<file path="src/rtl/crc_feed_ctrl.sv">
// Byte-feed controller for the CRC engine: accepts host writes to CRC_DR and steps the engine
// one byte lane per cycle. Optional holding buffer enabled by CRC_FEED_HOLD_BUF_EN.
module crc_feed_ctrl (
  input  logic       HCLK,
  input  logic       HRESETn,
  input  logic       buffer_write_en,
  input  logic [1:0] bus_size,
  input  logic       reset_chain,
  output logic       buffer_full,
  output logic       read_wait,
  output logic       reset_pending,
  output logic       hb_load,
  output logic       wb_load,
  output logic       crc_calc_en,
  output logic [1:0] byte_sel,
  output logic       crc_reset
);

  typedef enum logic [1:0] {StIdle, StCalc, StRst} state_e;

  state_e     state_q, state_d;
  logic [1:0] wb_size_q, wb_size_d;
  logic [1:0] cnt_q, cnt_d;
  logic [1:0] wb_src_size;
  logic       hb_valid;
  logic       last_byte;

  // Index of the final byte lane for a given write size; size 11 behaves as a word.
  function automatic logic [1:0] last_idx(input logic [1:0] size);
    case (size)
      2'b00:   last_idx = 2'd0;
      2'b01:   last_idx = 2'd1;
      default: last_idx = 2'd3;
    endcase
  endfunction

  assign last_byte = (state_q == StCalc) && (cnt_q == last_idx(wb_size_q));

`ifdef CRC_FEED_HOLD_BUF_EN
  logic       hb_valid_q, hb_valid_d;
  logic [1:0] hb_size_q, hb_size_d;

  assign hb_valid    = hb_valid_q;
  assign wb_src_size = hb_size_q;

  always_comb begin
    wb_load     = hb_valid_q && ((state_q == StIdle) || last_byte) && !reset_chain;
    buffer_full = hb_valid_q && !wb_load;
    hb_load     = HRESETn && buffer_write_en && !buffer_full && !reset_chain;
    hb_valid_d  = hb_valid_q;
    hb_size_d   = hb_size_q;
    if (reset_chain) begin
      hb_valid_d = 1'b0;
    end else if (hb_load) begin
      // A load coinciding with a drain refills the buffer in the same cycle.
      hb_valid_d = 1'b1;
      hb_size_d  = bus_size;
    end else if (wb_load) begin
      hb_valid_d = 1'b0;
    end
  end

  always_ff @(posedge HCLK or negedge HRESETn) begin
    if (!HRESETn) begin
      hb_valid_q <= 1'b0;
      hb_size_q  <= 2'b00;
    end else begin
      hb_valid_q <= hb_valid_d;
      hb_size_q  <= hb_size_d;
    end
  end
`else
  assign hb_valid    = 1'b0;
  assign wb_src_size = bus_size;

  // Without a holding buffer the write goes straight into the work buffer.
  always_comb begin
    buffer_full = (state_q != StIdle);
    hb_load     = HRESETn && buffer_write_en && !buffer_full && !reset_chain;
    wb_load     = hb_load;
  end
`endif

  always_comb begin
    state_d   = state_q;
    cnt_d     = cnt_q;
    wb_size_d = wb_size_q;
    if (reset_chain) begin
      state_d = StRst;
      cnt_d   = 2'd0;
    end else if (wb_load) begin
      wb_size_d = wb_src_size;
      cnt_d     = 2'd0;
      state_d   = StCalc;
    end else begin
      case (state_q)
        StCalc: begin
          if (last_byte) begin
            state_d = StIdle;
            cnt_d   = 2'd0;
          end else begin
            cnt_d = cnt_q + 2'd1;
          end
        end
        StRst:   state_d = StIdle;
        default: state_d = state_q;
      endcase
    end
  end

  always_ff @(posedge HCLK or negedge HRESETn) begin
    if (!HRESETn) begin
      state_q   <= StIdle;
      cnt_q     <= 2'd0;
      wb_size_q <= 2'b00;
    end else begin
      state_q   <= state_d;
      cnt_q     <= cnt_d;
      wb_size_q <= wb_size_d;
    end
  end

  always_comb begin
    read_wait     = hb_valid || (state_q != StIdle);
    crc_calc_en   = (state_q == StCalc);
    byte_sel      = crc_calc_en ? cnt_q : 2'd0;
    crc_reset     = (state_q == StRst);
    reset_pending = (state_q == StRst);
  end

endmodule

</file>
<file path="config.mk">
export PLATFORM = sky130hd
export DESIGN_NAME = crc_feed_ctrl
export DESIGN_NICKNAME = d
export VERILOG_FILES = /design/src/rtl/crc_feed_ctrl.sv
export SDC_FILE = /design/constraint.sdc
export NUM_CORES = 1
export LEC_CHECK = 0
export CAP_MARGIN = 10
export CORE_AREA = 5 5 42 44
export CTS_CLUSTER_SIZE = 14
export DETAILED_ROUTE_END_ITERATION = 6
export DIE_AREA = 0 0 47 49
export PLACE_DENSITY = 0.53
export REMOVE_ABC_BUFFERS = 1
export SKIP_LAST_GASP = 1
export SYNTH_ARGS = -nofsm -noshare
export SYNTH_HDL_FRONTEND = slang
export SYNTH_SLANG_ARGS = --single-unit
</file>
<file path="constraint.sdc">
create_clock -name HCLK -period 5.05 [get_ports HCLK]
set_clock_uncertainty 0.2 [all_clocks]
set_input_delay 0.7575 -clock HCLK [delete_from_list [all_inputs] [get_ports HCLK]]
set_output_delay 0.7575 -clock HCLK [all_outputs]
set_load 0.01 [all_outputs]
</file>
# Word level (Yosys, flattened, before mapping)
# Index checks and enable logic that the tools add are counted.
# Widths: inputs -> output; s select.
# op_classes
bitwise_logic	1
addsub	1
n_eq_ne	5
mux	10
reduce_logical	12
# op_table
op	count
$mux 2	8
$pmux 2 s2	2
$eq 2x1->1 const B	2
$logic_and 1x1->1	4
$ne 4x3->1 const B	1
$reduce_and 2->1	2
$reduce_bool 4->1	1
$reduce_bool 3->1	1
$add 2x1->2 const B	1
$eq 2x2->1	1
$eq 2x2->1 const B	1
$logic_not 1->1	2
$logic_not 2->1	1
$reduce_bool 2->1	1
$not 1->1	1
# totals
in_bits	6
word_cells	32
register_bits	6

# Logic depth before layout (Yosys ltp)
# Gate-level depths: netlist of run 1.
# logic_depth
depth_word	8
ltp_mapped	5
ltp_nobuf	5

# Worst setup path before layout of run 1
# No wires, ideal clock.
# synth_path
path_type	input-to-output
startpoint	input HRESETn
endpoint	output wb_load
path_slack_ns	2.875
arrival_ns	1.217
stages	3
n_path_buf	1
required_ns	4.093
cell_sequence	nand3_1 -> nor2_2 -> buf_4
# synth_via
elab_chain_cells	3
# synth_lines
element	line	rtl
start: declaration	5	input logic HRESETn,
$logic_and 1x1->1 (3 in series)	79	hb_load = HRESETn && buffer_write_en && !buffer_full && !reset_chain;
end: declaration	13	output logic wb_load,
# Every way passes these cells.

# Final worst setup path of run 1
# Same ends and word-level chain as after synthesis.

==> summary.txt, run 1 <==
Run status
  – Status: complete, no violations

STA
  – Final hold viol count: 0
  – Max-slew headroom: between 70% and 80%
  – Fmax: slightly above 300 MHz
  – Final setup TNS: 0 ns
  – Max Transition Viols Final: 0
  – RSZ-0062 raised after global routing: false
  – Setup violators final: 0
  – Minimum clock period: about 3.3 ns
  – Tcrit/Tclk final: 65.17%
  – Worst-Margin Slew: 0.3449 ns

Clocking
  – CTS Hold Bufs: 0
  – TritonCTS Buffers: 3
  – H-Tree Depth: 1
  – Clock Path Buffers: 2
  – Cts repair resizes: 0
  – Setup Buffers After CTS: 0
  – CTS tree: done
  – Clk root buf: clkbuf_4
  – Clock Sinks: 6
  – Latest clock arrival within the worst-skew pair: 0.24 ns
  – CTS clock-pin slew for the worst setup and hold paths: 0.04 ns

Die
  – DIE AREA: 0.002303 mm^2
  – Ports: 15
  – Row cnt: 14
  – Total core area: 0.001401 mm^2
  – Chip height: about 50 um
  – Die X: 47 um
  – Initial Utilization: 27.77%

Placement
  – HPWL Detailed: 649.3 um
  – Placer Congestion: 0.6852
  – Placed Instances: 66
  – PortBufs: 14

Logic synthesis
  – Commonest register cell after synthesis: dfrtp_1
  – Mean post-synth cell area: 9.978 um^2
  – Post-synth EDFFs: 0
  – Synthesized cell area: 389.1 um^2
  – Async SR Flop Fraction: 100.0%
  – Post-synthesis cell count: 39
  – Post-synthesis register bit count: 6
  – Seq/Total Area, Yosys: 38.59%
  – Distinct cell type count after synthesis: 23
  – Synth warn: 0

GRT
  – Largest net degree at the start of global routing: 9
  – Vias in the first global route: approximately 320
  – GRT Util Overall: 8.233%
  – First-pass GRT wire length: between 1 and 1.5 mm
  – Initial antenna violation count: 0
  – Gr ovfl total: 0

Setup path
  – Crit path max-delay cell type: clkdlybuf4s50_1
  – Crit path max-delay family: buffers and inverters
  – Crit path buffers/inverters: 2
  – Cell mode on critical path: clkdlybuf4s50_1
  – CP arrival: 2.33 ns
  – Worst setup SP type: input pin
  – Setup CP Type: in -> out
  – Critical Path RT: approximately 4.1 ns
  – Cell breakdown of the critical path: clkdlybuf4s50_1 -> nand3_1 -> nor2_2 -> clkdlybuf4s50_1
  – CP Max Fanout: 8
  – Worst Setup End Kind: primary output
  – Critical Path Max Stage Delay: 0.66 ns

Drt
  – WL per Instance: 11.22 um
  – Number of nets still failing antenna checks after routing: 0
  – Via-to-Cell Ratio: 4.594
  – Via count of the routed design: approximately 320
  – Drt first pass iters: 3
  – DRT Wirelength: 774 um
  – DRT iter0 DRCs: 2
  – DRC viols: 0

Pwr
  – Worst VDD drop: 156.0 uV
  – P per Cell Area: 244.0 mW/mm^2
  – Leakage power: 0.2332 nW

Cells and area
  – Area Overhead vs Synth: 41.16%
  – Fin cells: 69
  – Commonest non-fill, non-tap cell in the layout: clkdlybuf4s50_1
  – Filler Cell Count: 145
  – Most frequent cells in the layout: 14 x clkdlybuf4s50_1, 6 x dfrtp_1, 5 x inv_1
  – Final #Nets: 64
  – Antenna diodes: 0
  – Layout cells sized above 1: 9.434%

Hold path
  – Worst hold path type: reg -> reg

Run
  – Maxcap violations: 0
report_power, final:
group | leakage [nW] | switching (mW) | internal (mW)
combinational | 0.142 | 0.0140 | 0.0181
clock | 0.0138 | 0.0158 | 0.0268
sequential | 0.0771 | 0.00583 | 0.0535
synth_stat cells, types with 2 or more instances:
cell / number / area, um^2
and2_1: 2 / 12.51
buf_4: 3 / 22.52
dfrtp_1: 6 / 150.1
ha_1: 3 / 37.54
inv_1: 5 / 18.77
mux2_1: 2 / 22.52
nand2_1: 2 / 7.510
stage by stage:
| stage | area [um^2] | setup slack [ns] | hold WS (ns) | power (mW) | utilization [%] |
|---|---|---|---|---|---|
| floorplan | 366.6 | 2.985 | 0.2619 | 0.07631 | - |
| global placement | 526.8 | 1.748 | 0.3424 | 0.09359 | 37.59 |
| detailed placement | 526.8 | 1.731 | 0.3666 | 0.09276 | 37.59 |
| CTS | 549.3 | 1.721 | 0.3769 | 0.1366 | 39.20 |
| global route | 549.3 | 1.583 | 0.3913 | 0.1437 | 39.20 |
| finish | 549.3 | 1.759 | 0.3677 | 0.1340 | 39.20 |
tightest hold or removal path: cells and delay by family (launching register included):
kind | cells | cell delay (ns)
simple gates | 1 | 0.07
flops | 1 | 0.39
compound gates | 1 | 0.06
worst paths after layout:
check                                start          to  slack [ns]  depth (start not counted)
min in group asynchronous          HRESETn  state_q[0]        0.58                          1
worst min register to register  state_q[1]  state_q[1]        0.37                          2
worst min-delay path            state_q[1]  state_q[1]        0.37                          2
worst max-delay path               HRESETn     wb_load        1.76                          4
worst max register to register  state_q[0]  state_q[0]        3.31                          5
max in group asynchronous          HRESETn  state_q[1]        3.83                          1
layer usage:
layer	vias up	global-route usage, %	wire length, um
li1	161	-	-
met1	144	10.14	324
met2	10	11.76	383
met3	2	3.690	55
met4	0	4.147	10
met5	-	0	0
area by class of cell:
type,instances,area (um^2),share of cell area [%]
multi-input cells,25,197.7,35.99
flip-flops and latches,6,150.1,27.33
inverters,5,18.77,3.417
repair buffers,14,140.1,25.51
well taps,16,20.02,3.645
clock buffers,3,22.52,4.100
flip-flops by register name (all words and copies together), names as in the netlist:
name and cells:
wb_size_q 2, cnt_q 2, state_q 2
kinds of logic after synthesis:
family / after synthesis / synth area share, %
XOR/XNOR: 1 / 2.251
multiplexers: 2 / 5.787
AO/OA/AOI/OAI: 7 / 14.79
flip-flops: 6 / 38.58
adder cells (fa/ha/maj): 3 / 9.647
AND/OR/NAND/NOR: 12 / 18.33
buffers and inverters: 8 / 10.61
(Power assumes the default switching activity.)
==> run 2, diff against run 1 <==
--- a/config.mk
+++ b/config.mk
@@ -10,7 +10,7 @@
 export CTS_CLUSTER_SIZE = 14
 export DETAILED_ROUTE_END_ITERATION = 6
 export DIE_AREA = 0 0 47 49
-export PLACE_DENSITY = 0.53
+export PLACE_DENSITY = 0.55
 export REMOVE_ABC_BUFFERS = 1
 export SKIP_LAST_GASP = 1
 export SYNTH_ARGS = -nofsm -noshare
==> constraint.sdc (replaced) <==
create_clock -name HCLK -period 2.7 [get_ports HCLK]
set_clock_uncertainty 0.2 [all_clocks]
set_input_delay 0.405 -clock HCLK [delete_from_list [all_inputs] [get_ports HCLK]]
set_output_delay 0.405 -clock HCLK [all_outputs]
set_load 0.01 [all_outputs]
==> run 2 against run 1 <==
  * Utilization grew 0.54 points
  * Register-to-register slack lost 2.3 ns
  * Sequential power grew 85%
  * Non-clock buffer count grew 1
  * Setup slack lost 1.4 ns
  * Power grew 87%
  * Global-route usage shrank 0.58 points
  * Clock power grew 85%
  * Critical path type is now reg -> out
  * Largest power group unchanged
==> summary.txt, run 2 (synthesized netlist as in run 1, its figures left out) <==
Drt
  – Number of nets still failing antenna checks after routing: 0 (unchanged)
  – DRT iter0 DRCs: 6 (+4)
  – DRT Wirelength: 742 um (-4.1%)
  – Drt first pass iters: 2 (-1)
  – Via count of the routed design: 314 (-0.95%)
  – Via-to-Cell Ratio: 4.486 (-2.4%)
  – WL per Instance: 10.60 um (-5.5%)
  – DRC viols: 0 (unchanged)

STA
  – RSZ-0062 raised after global routing: false
  – Fmax: 421.3 MHz
  – Setup violators final: 0 (unchanged)
  – Hold slack: 0.2707 ns (-0.09698 ns)
  – Minimum clock period: 2.373 ns
  – Worst-Margin Slew: 0.3530 ns (+0.008097 ns)
  – Final setup TNS: 0 ns (unchanged)
  – Final hold viol count: 0 (unchanged)
  – Tcrit/Tclk final: 87.90%
  – Min setup slack post-route: 0.3266 ns (-1.432 ns)
  – Max-slew headroom: 76.36% (-0.54 points)
  – Max Transition Viols Final: 0 (unchanged)

GRT
  – Gr ovfl total: 0 (unchanged)
  – Initial antenna violation count: 0 (unchanged)
  – Largest net degree at the start of global routing: 8 (-1)
  – GRT Util Overall: 7.654% (-0.58 points)
  – First-pass GRT wire length: 1.283 mm (-5.1%)
  – Vias in the first global route: 299 (-6.3%)

Clocking
  – TritonCTS Buffers: 3 (unchanged)
  – Clock Path Buffers: 2 (unchanged)
  – H-Tree Depth: 1 (unchanged)
  – Cts repair resizes: 0 (unchanged)
  – Setup Buffers After CTS: 0 (unchanged)
  – CTS tree: done
  – Clock Sinks: 6 (unchanged)
  – CTS clock-pin slew for the worst setup and hold paths: 0.04 ns (about the same)
  – Clk root buf: clkbuf_4
  – Latest clock arrival within the worst-skew pair: 0.24 ns (about the same)
  – CTS Hold Bufs: 0 (unchanged)

Setup path
  – R2r setup slk: 0.98 ns (-2.33 ns)
  – Crit path buffers/inverters: 2 (unchanged)
  – Critical path origin: state_q[0]
  – CP arrival: 1.77 ns (-0.56 ns)
  – Crit path max-delay family: buffers and inverters
  – Crit path max-delay cell type: clkdlybuf4s50_1
  – Worst r2r src: state_q[0]
  – Setup CP Type: reg -> out
  – Critical Path Max Stage Delay: 0.57 ns (-0.09 ns)
  – Worst r2r path cells: 5 (unchanged)
  – CP Max Fanout: 4 (-4)
  – Cell breakdown of the critical path: inv_1 -> ha_1 -> nand3_1 -> nor2_2 -> clkdlybuf4s50_1
  – Critical Path RT: 2.10 ns (-1.99 ns)
  – Worst path depth: 5 (+1)
  – Worst Setup End Kind: primary output
  – Worst setup SP type: flip-flop
  – CP Capture Point: wb_load
  – RR Endpoint: state_q[0]

Run status
  – Status: complete, no violations

Die
  – Chip height: 49 um (unchanged)
  – Row cnt: 14 (unchanged)
  – Die X: 47 um (unchanged)
  – DIE AREA: 0.002303 mm^2 (unchanged)
  – Initial Utilization: 27.77% (unchanged)
  – Ports: 15 (unchanged)
  – Total core area: 0.001401 mm^2 (unchanged)

Pwr
  – P per Cell Area: 449.9 mW/mm^2 (+84%)
  – P_int: 184.9 uW (+88%)
  – Worst VDD drop: 183.4 uV (+18%)
  – Comb pwr share: 24.4% (+0.4 points)
  – Clk pwr share: 31.5% (-0.3 points)
  – Leakage power: 0.2380 nW (+2.1%)
  – Final Power: 250.5 uW (+87%)
  – Register share of total power: 44.1% (about the same)
  – Switching Fraction: 26.20% (-0.40 points)
  – Total net switching power: 65.62 uW (+84%)

Cells and area
  – Commonest non-fill, non-tap cell in the layout: clkdlybuf4s50_1
  – Antenna diodes: 0 (unchanged)
  – Filler Cell Count: 143 (-1.4%)
  – Final #Nets: 65 (+1.6%)
  – Largest registers: cnt_q: 2 flops, state_q: 2 flops, wb_size_q: 2 flops
  – Fin cells: 70 (+1.4%)
  – Layout cells sized above 1: 11.11% (+1.7 points)
  – Most frequent cells in the layout: 14 x clkdlybuf4s50_1, 6 x dfrtp_1, 5 x inv_1
  – Area Overhead vs Synth: 43.09%

Placement
  – PortBufs: 14 (unchanged)
  – Placer Congestion: 0.7011 (+2.3%)
  – Placed Instances: 67 (+1.5%)
  – Pre-CTS setup slack: 0.3420 ns (-1.389 ns)
  – HPWL Detailed: 614.7 um (-5.3%)

Hold path
  – Worst hold path type: in -> async

Run
  – Maxcap violations: 0 (unchanged)
[run 2: cell count changes in the layout (fill, tap and decap cells not counted)]
cell / previous run / this run
buf_4: 0 / 1
[run 2: per-stage QoR]
stage | cell area, um^2 | util [%]
after detailed placement | 534.3 | 38.13
final | 556.8 | 39.73
after floorplan | 366.6 | -
after global routing | 556.8 | 39.73
after CTS | 556.8 | 39.73
after global placement | 534.3 | 38.13
[run 2: power groups by stage]
| stage | logic [mW] | clock network, mW | registers, mW |
|---|---|---|---|
| final | 0.0611 | 0.0789 | 0.110 |
| after global routing | 0.0678 | 0.0902 | 0.113 |
| after CTS | 0.0627 | 0.0837 | 0.111 |
| after detailed placement | 0.0623 | 0 | 0.112 |
| after global placement | 0.0628 | 0 | 0.112 |
| after floorplan | 0.0342 | 0 | 0.108 |
[run 2: how the worst min path moves through the flow]
stage               start         end  slack [ns]  cells past startpoint
4_1_cts           HRESETn  state_q[0]        0.27                      2
3_5_place_dp   state_q[1]  state_q[1]        0.34                      2
3_3_place_gp   state_q[1]  state_q[1]        0.34                      2
2_1_floorplan     HRESETn    cnt_q[0]       -0.09                      0
6_report          HRESETn  state_q[0]        0.27                      2
5_1_grt           HRESETn  state_q[0]        0.28                      2
[run 2: layer usage]
layer / wire [um] / track usage [%]
met3: 34 / 2.583
met4: 0 / 5.530
met2: 334 / 9.276
met1: 372 / 10.76
met5: 0 / 0
[run 2: area by class of cell]
class	count	area [um^2]	area share [%]
multi-input combinational	25	197.7	35.51
inverter	5	18.77	3.371
timing repair buffer	15	147.6	26.52
clock buffer	3	22.52	4.045
tap	16	20.02	3.596
sequential	6	150.1	26.97
